File: src/rtl/ysyx_24080006_ifu_if.sv
// Bundle of IFU-facing handshakes: writeback completion, instruction memory, decode.
// master = the IFU, slave = the units and memory around it.
interface ysyx_24080006_ifu_if;
    // writeback completion
    logic        wbu_valid;
    logic        wbu_ready;
    logic        redirect_en;
    logic [31:0] redirect_pc;

    // instruction memory
    logic        imem_req_valid;
    logic        imem_req_ready;
    logic [31:0] imem_addr;
    logic        imem_resp_valid;
    logic [31:0] imem_resp_data;
    logic        imem_resp_err;

    // decode
    logic        idu_valid;
    logic        idu_ready;
    logic [31:0] inst;
    logic [31:0] pc;
    logic        fetch_fault;

    modport master (
        input  wbu_valid, redirect_en, redirect_pc,
        input  imem_req_ready, imem_resp_valid, imem_resp_data, imem_resp_err,
        input  idu_ready,
        output wbu_ready,
        output imem_req_valid, imem_addr,
        output idu_valid, inst, pc, fetch_fault
    );

    modport slave (
        output wbu_valid, redirect_en, redirect_pc,
        output imem_req_ready, imem_resp_valid, imem_resp_data, imem_resp_err,
        output idu_ready,
        input  wbu_ready,
        input  imem_req_valid, imem_addr,
        input  idu_valid, inst, pc, fetch_fault
    );
endinterface

File: src/rtl/ysyx_24080006_ifu.sv
// Multicycle instruction fetch unit: one single-beat fetch per retired instruction.
// Optional performance counters are built when YSYX_IFU_PERF_EN is defined.
module ysyx_24080006_ifu #(
    parameter logic [31:0] RESET_PC = 32'h8000_0000
) (
    input  logic                       clock,
    input  logic                       reset,
    ysyx_24080006_ifu_if.master        bus
`ifdef YSYX_IFU_PERF_EN
    ,
    output logic [31:0]                perf_fetch_cnt,
    output logic [31:0]                perf_stall_cnt
`endif
);

    typedef enum logic [2:0] {
        S_RST,
        S_REQ,
        S_RESP,
        S_HOLD,
        S_WBWAIT
    } state_e;

    state_e      state_q, state_d;
    logic [31:0] pc_q,    pc_d;
    logic [31:0] inst_q,  inst_d;
    logic        fault_q, fault_d;

    logic        misaligned;
    logic        req_fire;

    assign misaligned = (pc_q[1:0] != 2'b00);
    // A misaligned PC never reaches the bus; it is turned into a fault locally.
    assign req_fire   = (state_q == S_REQ) && !misaligned && bus.imem_req_ready;

    // NOTE: sequential state uses non-blocking assignments so every register
    // samples the pre-edge value of its peers.
    always_ff @(posedge clock) begin
        if (reset) begin
            state_q <= S_RST;
            pc_q    <= RESET_PC;
            inst_q  <= 32'h0;
            fault_q <= 1'b0;
        end else begin
            state_q <= state_d;
            pc_q    <= pc_d;
            inst_q  <= inst_d;
            fault_q <= fault_d;
        end
    end

    always_comb begin
        // NOTE: every variable gets a hold default first, so no path infers a latch.
        state_d = state_q;
        pc_d    = pc_q;
        inst_d  = inst_q;
        fault_d = fault_q;

        unique case (state_q)
            S_RST: begin
                state_d = S_REQ;
            end
            S_REQ: begin
                if (misaligned) begin
                    inst_d  = 32'h0;
                    fault_d = 1'b1;
                    state_d = S_HOLD;
                end else if (bus.imem_req_ready) begin
                    state_d = S_RESP;
                end
            end
            S_RESP: begin
                if (bus.imem_resp_valid) begin
                    inst_d  = bus.imem_resp_err ? 32'h0 : bus.imem_resp_data;
                    fault_d = bus.imem_resp_err;
                    state_d = S_HOLD;
                end
            end
            S_HOLD: begin
                if (bus.idu_ready) begin
                    state_d = S_WBWAIT;
                end
            end
            S_WBWAIT: begin
                if (bus.wbu_valid) begin
                    // Sequential advance wraps naturally at 2^32.
                    pc_d    = bus.redirect_en ? bus.redirect_pc : pc_q + 32'd4;
                    state_d = S_REQ;
                end
            end
            default: begin
                state_d = S_RST;
            end
        endcase
    end

    // Moore outputs decoded from state.
    assign bus.imem_req_valid = (state_q == S_REQ) && !misaligned;
    assign bus.imem_addr      = pc_q;
    assign bus.idu_valid      = (state_q == S_HOLD);
    assign bus.wbu_ready      = (state_q == S_WBWAIT);
    assign bus.inst           = inst_q;
    assign bus.pc             = pc_q;
    assign bus.fetch_fault    = fault_q;

`ifdef YSYX_IFU_PERF_EN
    logic [31:0] perf_fetch_q;
    logic [31:0] perf_stall_q;
    logic        stall_cycle;

    assign stall_cycle = ((state_q == S_REQ)  && !misaligned && !bus.imem_req_ready) ||
                         ((state_q == S_RESP) && !bus.imem_resp_valid);

    always_ff @(posedge clock) begin
        if (reset) begin
            perf_fetch_q <= 32'h0;
            perf_stall_q <= 32'h0;
        end else begin
            if (req_fire) begin
                perf_fetch_q <= perf_fetch_q + 32'd1;
            end
            if (stall_cycle) begin
                perf_stall_q <= perf_stall_q + 32'd1;
            end
        end
    end

    assign perf_fetch_cnt = perf_fetch_q;
    assign perf_stall_cnt = perf_stall_q;
`else
    logic unused_req_fire;
    assign unused_req_fire = req_fire;
`endif

endmodule

File: src/flat_wrapper.sv
// flat-port wrapper written by rule: the top's interface ports become plain ports
module ysyx_24080006_ifu_flat 
#(
    parameter logic [31:0] RESET_PC = 32'h8000_0000
)
  (clock, reset, bus_wbu_valid, bus_redirect_en, bus_redirect_pc, bus_imem_req_ready, bus_imem_resp_valid, bus_imem_resp_data, bus_imem_resp_err, bus_idu_ready, bus_wbu_ready, bus_imem_req_valid, bus_imem_addr, bus_idu_valid, bus_inst, bus_pc, bus_fetch_fault);
  ysyx_24080006_ifu_if bus_i ();
  input  logic clock;
  input  logic reset;
  input wire logic [$bits(bus_i.wbu_valid)-1:0] bus_wbu_valid;
  input wire logic [$bits(bus_i.redirect_en)-1:0] bus_redirect_en;
  input wire logic [$bits(bus_i.redirect_pc)-1:0] bus_redirect_pc;
  input wire logic [$bits(bus_i.imem_req_ready)-1:0] bus_imem_req_ready;
  input wire logic [$bits(bus_i.imem_resp_valid)-1:0] bus_imem_resp_valid;
  input wire logic [$bits(bus_i.imem_resp_data)-1:0] bus_imem_resp_data;
  input wire logic [$bits(bus_i.imem_resp_err)-1:0] bus_imem_resp_err;
  input wire logic [$bits(bus_i.idu_ready)-1:0] bus_idu_ready;
  output wire logic [$bits(bus_i.wbu_ready)-1:0] bus_wbu_ready;
  output wire logic [$bits(bus_i.imem_req_valid)-1:0] bus_imem_req_valid;
  output wire logic [$bits(bus_i.imem_addr)-1:0] bus_imem_addr;
  output wire logic [$bits(bus_i.idu_valid)-1:0] bus_idu_valid;
  output wire logic [$bits(bus_i.inst)-1:0] bus_inst;
  output wire logic [$bits(bus_i.pc)-1:0] bus_pc;
  output wire logic [$bits(bus_i.fetch_fault)-1:0] bus_fetch_fault;
  assign bus_i.wbu_valid = bus_wbu_valid;
  assign bus_i.redirect_en = bus_redirect_en;
  assign bus_i.redirect_pc = bus_redirect_pc;
  assign bus_i.imem_req_ready = bus_imem_req_ready;
  assign bus_i.imem_resp_valid = bus_imem_resp_valid;
  assign bus_i.imem_resp_data = bus_imem_resp_data;
  assign bus_i.imem_resp_err = bus_imem_resp_err;
  assign bus_i.idu_ready = bus_idu_ready;
  assign bus_wbu_ready = bus_i.wbu_ready;
  assign bus_imem_req_valid = bus_i.imem_req_valid;
  assign bus_imem_addr = bus_i.imem_addr;
  assign bus_idu_valid = bus_i.idu_valid;
  assign bus_inst = bus_i.inst;
  assign bus_pc = bus_i.pc;
  assign bus_fetch_fault = bus_i.fetch_fault;
  ysyx_24080006_ifu #(.RESET_PC(RESET_PC)) u_core (.clock(clock), .reset(reset), .bus(bus_i));
endmodule
File: config.mk
export PLATFORM = sky130hd
export DESIGN_NAME = ysyx_24080006_ifu_flat
export DESIGN_NICKNAME = d
export VERILOG_FILES = /design/src/rtl/ysyx_24080006_ifu_if.sv /design/src/rtl/ysyx_24080006_ifu.sv /design/src/flat_wrapper.sv
export SDC_FILE = /design/constraint.sdc
export NUM_CORES = 1
export LEC_CHECK = 0
export CAP_MARGIN = 15
export CORE_MARGIN = 1
export CORE_UTILIZATION = 43
export CTS_BUF_LIST = sky130_fd_sc_hd__clkbuf_4 sky130_fd_sc_hd__clkbuf_8
export DETAILED_ROUTE_END_ITERATION = 8
export GPL_ROUTABILITY_DRIVEN = 0
export MAX_ROUTING_LAYER = met4
export PLACE_DENSITY = 0.86
export SYNTH_ARGS = -nofsm -noshare
export SYNTH_HDL_FRONTEND = slang
export SYNTH_SLANG_ARGS = --single-unit
File: constraint.sdc
create_clock -name clock -period 2.7 [get_ports clock]
set_input_delay 0.54 -clock clock [delete_from_list [all_inputs] [get_ports clock]]
set_output_delay 0.54 -clock clock [all_outputs]
set_load 0.005 [all_outputs]
==> impl_results.md <==
* Clock Skews at 0.00810 ns
* Nets at 655
* Post-route ant nets at 0
* Slew Limit Fails at 0
* YS warnings at 0
* Clock Path Buffers at 2
* Postcts setup bufs at 0
* CP startpoint: u_core.state_q[0]
* Drt pass-1 iters at 5
* Mapped cell area at 3690 um2
* Reg2reg path depth at 6
* Core box area at 8260 um2
* Maximum vdd drop at 0.330 mV
* Worst r2r src: u_core.bus.imem_addr[2]
* Clk slew on worst S/H paths at 0.08 ns
* Root buffer cell: clkbuf_8
* Startpoint types: flip-flop
* Slew headroom at 0.742
* Final hold violation count at 0
* Diode count at 0
* Post-DP HPWL at 7810 um
* DRT Wirelength at 10900 um
* Mean routed wirelength per cell at 15.7 um
* Chip Height at 94.6 um
* Vias per std cell at 5.68
* GR Util All Layers at 0.250
* Io pins at 172
* Req. time, crit path at 2.16 ns
* Port Buf Inserts at 171
* HP Class: flip-flop to flip-flop
* Initial antenna violation count at 0
* CTS resizes at 0
* Worst reg2reg endpoint: u_core.bus.imem_addr[28]
* DIE AREA at 8950 um2
* H-Tree Depth at 3
* Total power at 0.00226 W
* # setup viols final at 0
* Cells after Synth at 453
* Setup slack after layout at 0.274 ns
* Number of synthesized flops with an enable pin at 0
* Power per cell area at 418 nW/um2
* Vias in the first global route at 3673
* Worst-Margin Slew at 0.386 ns
* Ys flop type: dfxtp_1
* Period utilisation layout at 0.898
* Core Rows at 33
* Largest net degree at the start of global routing at 52
* Num Clock Sinks at 68
* Initial core utilization at 0.446
* Post-Syn Area per Cell at 8.14 um2
* Final core occ at 0.654
* Fraction of layout cells with a size suffix above 1 at 0.0835
* Register area share after synthesis at 0.369
* Distinct cell type count after synthesis at 56
* P&R area growth vs syn at 46.6%
* Syn Nets at 526
* Setup tns final at 0 ns
* Status: completed
* Die width at 94.6 um
* First-pass GRT wire length at 17100 um
* Post-synth ARST share at 0
* Remaining DRCs at 0
* Crit Path Max Fanout at 8
* DP Worst Slack at 0.372 ns
* CP Data Arrival Time at 1.89 ns
* Worst R2R Setup Slack at 0.35 ns
* Leakage dissipation at 1.89 nW
* Max Freq at 0.412 GHz
* RSZ-0062 raised after global routing: no
* Critical setup path kind: flip-flop to output port
* Hold_buf cts at 0
* Final min period at 2.43 ns
* Max-Cap Viols at 0
* Cts bufs inserted at 9
* 1st-iter DRT viols at 149
* Synthesized flop and latch total at 68
* Commonest cells after routing, fill and taps aside: clkdlybuf4s50_1 (169), dfxtp_1 (68), nor2_1 (62)
* Worst skew pair latency at 0.34 ns
* CTS tree: built
* Total grt overflow at 0
* FILL cells at 658
* Via Count at 3928
* Commonest non-fill, non-tap cell in the layout: clkdlybuf4s50_1
* Crit end category: output port
* Setup crit end: bus_imem_req_valid
==> sequential cells by signal, indices dropped and copies added, names as in the netlist <==
signal                  count
u_core.bus.inst            32
u_core.state_q              3
u_core.bus.fetch_fault      1
u_core.bus.imem_addr       32
==> synth_stat cells, types with 10 or more instances <==
cell type  number  share of area
dfxtp_1        68           0.37
nor2_1         62          0.063
a22oi_1        36          0.073
buf_4          32          0.065
nand2_1        29          0.030
clkbuf_1       25          0.025
a21oi_1        24          0.033
o21ai_0        19          0.026
nand3_1        13          0.018
nor3_1         13          0.018
mux2i_1        12          0.033
and3_1         10          0.017
==> report_power, final <==
| group | switching, W | leakage [nW] | internal (W) |
|---|---|---|---|
| logic | 0.000181 | 1.26 | 0.000251 |
| clock network | 0.000401 | 0.0848 | 0.000328 |
| registers | 0.0000539 | 0.549 | 0.00104 |
==> worst min-delay path by stage <==
stage               cells after the start              startpoint                        to
floorplan                               2  u_core.bus.fetch_fault    u_core.bus.fetch_fault
global placement                        2  u_core.bus.fetch_fault    u_core.bus.fetch_fault
detailed placement                      2  u_core.bus.fetch_fault    u_core.bus.fetch_fault
CTS                                     2  u_core.bus.fetch_fault    u_core.bus.fetch_fault
global route                            2                   reset  u_core.bus.imem_addr[28]
finish                                  2  u_core.bus.fetch_fault    u_core.bus.fetch_fault
==> critical path, cell delays in order, from the launching register on <==
cell and delay (ns):
dfxtp_1 0.52, nand2b_1 0.15, nor4_1 0.28, clkdlybuf4s50_1 0.60
==> metrics by stage <==
step / hold WS, ns / area (um2) / cells
2_1_floorplan: 0.450 / 3690 / 453
3_3_place_gp: 0.446 / 5240 / 676
3_5_place_dp: 0.449 / 5240 / 676
4_1_cts: 0.464 / 5400 / 692
5_1_grt: 0.495 / 5400 / 692
6_report: 0.462 / 5400 / 692
==> final cells by class <==
type                    count  area (um2)  share of cell area
multi-input cells         312        1910               0.353
repair buffers            183        1800               0.334
flip-flops and latches     68        1360               0.252
well taps                 105         131              0.0243
clock buffers               9         124              0.0229
clock inverters             7        43.8             0.00810
inverters                   8        30.0             0.00556
==> routing by layer <==
layer	up-vias	global-route usage	wire length, um
li1	1869	-	-
met1	1840	0.303	4620
met2	200	0.411	5200
met3	19	0.0539	910
met4	0	0.0833	136
met5	-	-	0
==> cells by family (layout without fill, tap and decap cells) <==
group | count (synthesis) | in the layout | synth area share
buffers and inverters | 73 | 207 | 0.118
adder cells (fa/ha/maj) | 1 | 1 | 0.00339
XOR/XNOR | 1 | 1 | 0.00238
flip-flops | 68 | 68 | 0.369
multiplexers | 14 | 14 | 0.0387
AND/OR/NAND/NOR | 176 | 176 | 0.248
AO/OA/AOI/OAI | 120 | 120 | 0.220
No activity file was read; power rests on OpenSTA's default activity.
